### src/rtl/switch_debounce_filter.sv
// Debounces a raw switch level: 2-flop synchronizer, then a hold-time counter before acceptance.
// Optional: define SWITCH_DEBOUNCE_TOGGLE_EN to add o_Toggle, which flips on every release.
module switch_debounce_filter #(
  parameter int unsigned DEBOUNCE_LIMIT = 250000,
  parameter logic        RESET_LEVEL    = 1'b0
) (
  input  logic i_Clk,
  input  logic i_Rst,
  input  logic i_Switch,
  output logic o_Switch,
  output logic o_Press,
`ifdef SWITCH_DEBOUNCE_TOGGLE_EN
  output logic o_Toggle,
`endif
  output logic o_Release
);

  localparam int unsigned     CntW   = $clog2(DEBOUNCE_LIMIT);
  localparam logic [CntW-1:0] CntMax = CntW'(DEBOUNCE_LIMIT - 1);

  logic [1:0]      sync_q;
  logic            sync_lvl;
  logic [CntW-1:0] cnt_q, cnt_d;
  logic            sw_q, sw_d;
  logic            press_q, press_d;
  logic            release_q, release_d;

  // Only this flop touches the asynchronous input.
  always_ff @(posedge i_Clk or posedge i_Rst) begin
    if (i_Rst) begin
      sync_q <= {2{RESET_LEVEL}};
    end else begin
      sync_q <= {sync_q[0], i_Switch};
    end
  end

  assign sync_lvl = sync_q[1];

  // A level must differ from the accepted one on DEBOUNCE_LIMIT consecutive clocks;
  // any agreeing clock restarts the window from zero.
  always_comb begin
    cnt_d     = '0;
    sw_d      = sw_q;
    press_d   = 1'b0;
    release_d = 1'b0;
    if (sync_lvl != sw_q) begin
      if (cnt_q == CntMax) begin
        sw_d      = sync_lvl;
        press_d   = sync_lvl;
        release_d = ~sync_lvl;
      end else begin
        cnt_d = cnt_q + CntW'(1);
      end
    end
  end

  always_ff @(posedge i_Clk or posedge i_Rst) begin
    if (i_Rst) begin
      cnt_q     <= '0;
      sw_q      <= RESET_LEVEL;
      press_q   <= 1'b0;
      release_q <= 1'b0;
    end else begin
      cnt_q     <= cnt_d;
      sw_q      <= sw_d;
      press_q   <= press_d;
      release_q <= release_d;
    end
  end

  assign o_Switch  = sw_q;
  assign o_Press   = press_q;
  assign o_Release = release_q;

`ifdef SWITCH_DEBOUNCE_TOGGLE_EN
  logic toggle_q, toggle_d;

  assign toggle_d = toggle_q ^ release_d;

  always_ff @(posedge i_Clk or posedge i_Rst) begin
    if (i_Rst) begin
      toggle_q <= 1'b0;
    end else begin
      toggle_q <= toggle_d;
    end
  end

  assign o_Toggle = toggle_q;
`endif

endmodule

### config.mk
export PLATFORM = sky130hd
export DESIGN_NAME = switch_debounce_filter
export DESIGN_NICKNAME = d
export VERILOG_FILES = /design/src/rtl/switch_debounce_filter.sv
export SDC_FILE = /design/constraint.sdc
export NUM_CORES = 1
export LEC_CHECK = 0
export CAP_MARGIN = 20
export CELL_PAD_IN_SITES_DETAIL_PLACEMENT = 1
export CELL_PAD_IN_SITES_GLOBAL_PLACEMENT = 2
export CORE_UTILIZATION = 34
export DETAILED_ROUTE_END_ITERATION = 7
export HOLD_SLACK_MARGIN = 0.02
export PLACE_DENSITY = 0.72
export SKIP_LAST_GASP = 1
export SLEW_MARGIN = 20
export SYNTH_ARGS = -nofsm -noshare
export SYNTH_HDL_FRONTEND = slang
export SYNTH_SLANG_ARGS = --single-unit
### constraint.sdc
create_clock -name i_Clk -period 1.7 [get_ports i_Clk]
set_input_delay 0.34 -clock i_Clk [delete_from_list [all_inputs] [get_ports i_Clk]]
set_output_delay 0.34 -clock i_Clk [all_outputs]
set_load 0.01 [all_outputs]
Word-level counts from Yosys, hierarchy flattened --
Index checks and enable logic that the tools add are counted.
Word-level totals: register bits after elaboration 23, latch bits 0, bits in writable memories 0, memory bits (read-only) 0, logic and storage cells 16, memories kept 0
Operators by class: add/subtract/negate cells 1, $mul 0, divide/modulo/power cells 0, magnitude comparators 0, equality and inequality tests 2, shifts and indexed selects 0, multiplexer cells 6, bitwise operators 1, reduce and logical (&&, ||, !) cells 1
Operators with widths (count):
- $mux 18 | 2
- $add 18x1->18 const B | 1
- $eq 18x18->1 const B | 1
- $mux 1 | 4
- $reduce_and 2->1 | 1
- $ne 1x1->1 | 1
- $not 1->1 | 1

Logic depth before layout (Yosys ltp) --
Gate-level depths: netlist of the first run.
word-level depth 3, mapped depth 6, mapped depth without buffers 5

Least setup slack after synthesis of the first run --
Ideal clock, no wire load.
kind reg-to-reg, start point reg cnt_q[5], end point reg sw_q, in the netlist o_Switch, arrival 1.560 ns, data required time 1.575 ns, path slack 0.015 ns, cell stages (with the launch flop) 6, cell sequence dfrtp_1 buf_6 nor4b_2 nand4_1 or3_4 mux2_4
Between the ends: longest elaborated chain between the ends 2
Ends and longest elaborated chain:
- start, declared | RTL line 23 | logic [CntW-1:0] cnt_q, cnt_d;
- start signal, assigned | RTL line 64 | cnt_q <= cnt_d;
- $eq 18x18->1 | RTL line 47 | if (cnt_q == CntMax) begin
- $reduce_and 2->1 (no line)
- end signal, assigned | RTL line 65 | sw_q <= sw_d;
- end, declared | RTL line 24 | logic sw_q, sw_d;
No other way between the ends. A chain may end at the register's enable or synchronous reset.

Final worst setup path of the first run --
Ends and elaborated chain as after synthesis.

==> results of run 1 <==
-- how the worst max path moves through the flow --
stage | startpoint | end | slack [ps] | cells after the start
global placement | cnt_q[5] | cnt_q[6] | 4 | 6
floorplan | cnt_q[5] | o_Switch | 10 | 5
global route | cnt_q[5] | cnt_q[2] | -100 | 6
finish | cnt_q[5] | o_Switch | 10 | 4
CTS | cnt_q[5] | cnt_q[6] | 3 | 6
detailed placement | cnt_q[5] | o_Switch | 30 | 4
-- worst max-delay path, cell delays in order, from the launching register on --
cell	delay [ps]
dfrtp_1	440
nor4b_2	280
nand4_1	180
or3_4	390
mux2_4	300
-- cells in the mapped netlist --
master    number  area share
clkbuf_2       1      0.0044
nand2_1        4       0.013
nor4_1         4       0.022
nor3b_1        2       0.013
clkbuf_1       1      0.0033
nand4_1       12       0.067
xnor2_1        7       0.055
o31ai_4        1       0.019
o31ai_1        2       0.013
nand3_1        3       0.013
inv_1          2      0.0067
nor3_1         3       0.013
ha_1           1       0.011
mux2_4         1       0.013
dfrtp_1       23        0.51
and4_2         1      0.0089
buf_6          1       0.010
nor4b_2        1       0.013
buf_2          2      0.0089
and3_1         3       0.017
nor2_1        16       0.053
a21oi_1        2      0.0089
or2_0          1      0.0056
nand3_2        1      0.0089
xor2_1         8       0.062
or3_4          1       0.010
or4_1          2       0.013
-- power groups by stage --
stage               Clock [mW]  Sequential, mW  Combinational, mW
global placement             0           0.574             0.0478
detailed placement           0           0.574             0.0470
CTS                      0.272           0.564             0.0477
finish                   0.252           0.564             0.0461
global route             0.286           0.566             0.0532
floorplan                    0           0.572             0.0257
-- per-stage QoR --
step           cells    util  setup WS [ps]
3_5_place_dp     164  0.4246          26.86
4_1_cts          168  0.4335          2.911
3_3_place_gp     164  0.4246          3.941
2_1_floorplan    106       -          14.94
5_1_grt          168  0.4367         -102.2
6_report         168  0.4367          13.10
-- layer usage --
metal,global-route usage,vias to the layer above
met4,0.06977,0
met3,0.02620,4
met1,0.2296,395
met2,0.2215,4
met5,0,-
li1,-,414
-- state kept, by name, indices dropped and copies added, names as in the netlist --
signal     flops
o_Release      1
o_Switch       1
sync_q         2
cnt_q         18
o_Press        1
-- cell families (layout without fill, tap and decap cells) --
family	count (synthesis)	after routing	synth area share
AO/OA/AOI/OAI	5	5	0.04115
AND/OR/NAND/NOR	54	54	0.2725
buffers and inverters	7	25	0.03337
multiplexers	1	1	0.01334
adder cells (fa/ha/maj)	1	1	0.01112
XOR/XNOR	15	15	0.1168
flip-flops	23	23	0.5117
-- final cells by class --
| cell class | count | area [sq um] |
|---|---|---|
| inverters | 2 | 7.507 |
| flip-flops and latches | 23 | 575.6 |
| clock buffers | 3 | 22.52 |
| well taps | 44 | 55.05 |
| clock inverters | 1 | 5.005 |
| fillers | 375 | 1748 |
| multi-input cells | 76 | 521.8 |
| repair buffers | 19 | 167.7 |
==> flow_summary.json, run 1 <==
{
  "initial_core_util": 0.3625,
  "port_buffers": 5,
  "ir_worst_vdd_mv": 0.2623,
  "finalSetupTns_ps": 0,
  "viasPerCell": 4.863,
  "cap_violations": 0,
  "avgRoutedWirePerCell_microns": 14.09,
  "tritoncts": "built",
  "ctsHoldBuffers": 0,
  "r2r_end": "o_Switch",
  "fmax_mhz": 592.8,
  "r2r_slack_ps": 10,
  "die_w_microns": 59.52,
  "finalSetupViolations": 0,
  "synth_area_per_cell_sq_um": 10.61,
  "root_buffer": "clkbuf_4",
  "synth_nets": 110,
  "drt_iter0_drc": 23,
  "wl_met1_microns": 1262,
  "n_antenna_cell": 0,
  "clkSinkCount": 23,
  "grtUsageTotal": 0.1559,
  "place_area_sq_um": 1318,
  "p_leak_nw": 0.5474,
  "drc": 0,
  "ctsResizeCount": 0,
  "ant_nets": 0,
  "reg2reg_depth": 4,
  "final_cell_mix": "23 x dfrtp_1, 16 x nor2_1, 13 x buf_4, 12 x nand4_1, 8 x xor2_1",
  "clkTransAtPathRegs_ps": 130,
  "antenna_found_initial": 0,
  "maxSlewHeadroom": 0.7673,
  "finalHoldViolCount": 0,
  "rows": 20,
  "hold_class": "in -> async",
  "wl_met3_microns": 28,
  "syn_area_sq_um": 1125,
  "htreeDepth": 1,
  "slew_violations": 0,
  "synth.distinct_cells": 27,
  "rsz0062_at_grt": "true",
  "clockPowerShare": 0.293,
  "crit_fanout": 4,
  "dp_hpwl_microns": 1811,
  "synth_seq_cells": 23,
  "tightest_slew_ps": 345.8,
  "power.switching_mw": 0.1993,
  "yosys_warnings": 0,
  "clock_path_buffers": 2,
  "seqPwrFrac": 0.654,
  "grt_pass1_wl_microns": 4008,
  "first_pass_iters": 4,
  "wl_met2_microns": 1039,
  "synthCells": 106,
  "outcome": "finished, final reports clean",
  "r2r-start": "cnt_q[5]",
  "totalWireLength_microns": 2367,
  "min_period_ps": 1687,
  "die_area_sq_um": 3542,
  "power_density_nw_per_um2": 636.1,
  "crit_path_start_kind": "flip-flop",
  "worstPathArrival_ps": 1900,
  "intPower_mw": 0.6627,
  "drive_above_1_share": 0.2097,
  "worstSetupPathType": "reg -> reg",
  "grt_pass1_vias": 856,
  "fp.coreArea_sq_um": 3103,
  "overflow": 0,
  "grt_max_degree": 24,
  "cts_setup_buffers": 0,
  "gp_congestion": 0.8887,
  "ios": 6,
  "numCtsBuffers": 3,
  "cp.required_ps": 1910,
  "end_kind": "flip-flop",
  "fin_hold_ws_ps": 348.0,
  "synthToLayoutAreaGrowth_pct": 20.47,
  "pwr-share-comb": 0.053,
  "power_mw": 0.8620,
  "top_layer_used": "met4",
  "seq_area_frac_synth": 0.5117,
  "finClkSkew_ps": 7.187,
  "switching_share": 0.2313,
  "fin_crit_sh": 0.9923,
  "die_y_microns": 59.52,
  "clk_latency_ps": 320,
  "layout.nets": 129,
  "final_area_sq_um": 1355,
  "vias": 817,
  "final_common_cell": "dfrtp_1"
}
Power figures use the tool's default switching activity.
==> run 2, diff against run 1 <==
Settings changed: PLACE_DENSITY 0.72 to 0.74.
==> flow_summary.json, run 2 (synthesis gave the netlist of run 1 again) <==
{
  "fmax_mhz": 579.0,
  "cap_violations": 0,
  "ant_nets": 0,
  "r2r-start": "cnt_q[11]",
  "overflow": 0,
  "p_leak_nw": 0.5616,
  "die_area_sq_um": 3542,
  "power_mw": 0.8706,
  "clk_latency_ps": 320,
  "first_pass_iters": 4,
  "htreeDepth": 1,
  "ir_worst_vdd_mv": 0.2660,
  "ios": 6,
  "pwr-share-comb": 0.052,
  "wl_met2_microns": 1144,
  "viasPerCell": 5.024,
  "slew_violations": 0,
  "violations": "negative setup slack",
  "fin_crit_sh": 1.016,
  "root_buffer": "clkbuf_4",
  "gp_congestion": 0.7555,
  "hold_class": "in -> async",
  "vias": 854,
  "layout.nets": 131,
  "setup_slack_ps": -27.19,
  "dp_hpwl_microns": 1835,
  "n_antenna_cell": 0,
  "drt_iter0_drc": 19,
  "regMostFlops": "cnt_q",
  "end_kind": "flip-flop",
  "antenna_found_initial": 0,
  "clkTransAtPathRegs_ps": 130,
  "tightest_slew_ps": 374.6,
  "grt_pass1_wl_microns": 4264,
  "crit_fanout": 4,
  "totalWireLength_microns": 2466,
  "cp.required_ps": 1910,
  "port_buffers": 5,
  "intPower_mw": 0.6629,
  "finalSetupViolations": 1,
  "largest_reg_flops": 18,
  "avgRoutedWirePerCell_microns": 14.51,
  "crit_path_start_kind": "flip-flop",
  "outcome": "complete, but fails checks",
  "rows": 20,
  "ctsHoldBuffers": 0,
  "final_common_cell": "dfrtp_1",
  "clockPowerShare": 0.300,
  "switching_share": 0.2387,
  "finClkSkew_ps": 8.589,
  "wl_met3_microns": 35,
  "die_w_microns": 59.52,
  "die_y_microns": 59.52,
  "final_cell_mix": "22 x dfrtp_1, 16 x nor2_1, 13 x buf_4, 12 x nand4_1, 8 x xor2_1",
  "worstSetupPathType": "reg -> reg",
  "r2r_slack_ps": -30,
  "fin_hold_ws_ps": 338.5,
  "grt_pass1_vias": 849,
  "numCtsBuffers": 3,
  "clock_path_buffers": 2,
  "clkSinkCount": 23,
  "worstPathArrival_ps": 1940,
  "critPathCapture": "o_Switch",
  "reg2reg_depth": 4,
  "cp-startpoint": "cnt_q[11]",
  "maxSlewHeadroom": 0.7480,
  "rsz0062_at_grt": "true",
  "min_period_ps": 1727,
  "r2r_end": "o_Switch",
  "grt_max_degree": 24,
  "wl_met1_microns": 1236,
  "drive_above_1_share": 0.2381,
  "initial_core_util": 0.3625,
  "reg_top3": "cnt_q: 18 flops, sync_q: 2 flops",
  "grtUsageTotal": 0.1668,
  "power.switching_mw": 0.2078,
  "power_density_nw_per_um2": 634.3,
  "tritoncts": "built",
  "seqPwrFrac": 0.648,
  "drc": 0,
  "top_layer_used": "met4",
  "finalHoldViolCount": 0,
  "synthToLayoutAreaGrowth_pct": 22.02,
  "fp.coreArea_sq_um": 3103
}
## run 2: cell types whose count changed in the layout (fill, tap and decap cells not counted), sizes merged
cell / before / now
buf: 14 / 16
## run 2: worst min-delay path by stage
stage | start | endpoint | slack (ps) | cells past startpoint
after global placement | sync_q[0] | sync_q[1] | 330 | 0
after floorplan | sync_q[0] | sync_q[1] | 330 | 0
final | i_Rst | cnt_q[2] | 340 | 3
after detailed placement | sync_q[0] | sync_q[1] | 340 | 0
after global routing | i_Rst | cnt_q[7] | 370 | 3
after CTS | i_Rst | cnt_q[2] | 340 | 3
## run 2: power by group through the flow
stage          clock network (mW)  logic (mW)  registers (mW)
2_1_floorplan                   0      0.0257           0.572
3_3_place_gp                    0      0.0454           0.574
3_5_place_dp                    0      0.0452           0.574
4_1_cts                     0.282      0.0465           0.564
5_1_grt                     0.299      0.0524           0.566
6_report                    0.261      0.0456           0.564
## run 2: layer usage
layer  up-vias  GRT usage
met2         7     0.2424
met4         0    0.07973
met1       422     0.2449
met5         -          0
met3         5    0.01965
li1        420          -
## run 2: area by class of cell
cell class,instances,area (sq um)
clock buffer,3,22.52
clock inverter,1,5.005
fill,377,1730
inverter,2,7.507
multi-input combinational,76,524.3
sequential,23,576.8
tap,44,55.05
timing repair buffer,21,181.4
## run 2: stage by stage
stage	TNS [ps]	cells	utilization	setup WS (ps)	cell area (sq um)
6_report	-27.19	170	0.4423	-27.19	1373
5_1_grt	-438.8	170	0.4423	-58.87	1373
4_1_cts	-26.74	169	0.4331	-26.74	1344
3_5_place_dp	-4.136	164	0.4206	-4.136	1305
3_3_place_gp	0	164	0.4206	61.18	1305
2_1_floorplan	0	106	-	14.94	1125
## run 2: critical path, stage by stage, from the launching register on
cell and delay [ps]:
dfrtp_1 410, nor4b_2 340, nand4_1 180, or3_4 390, mux2_4 300
## run 2: repair_timing
action,in CTS,in global routing
setup endpoints to repair,6,15
resized for setup,1,6
setup buffers,1,1
pin swaps,2,2
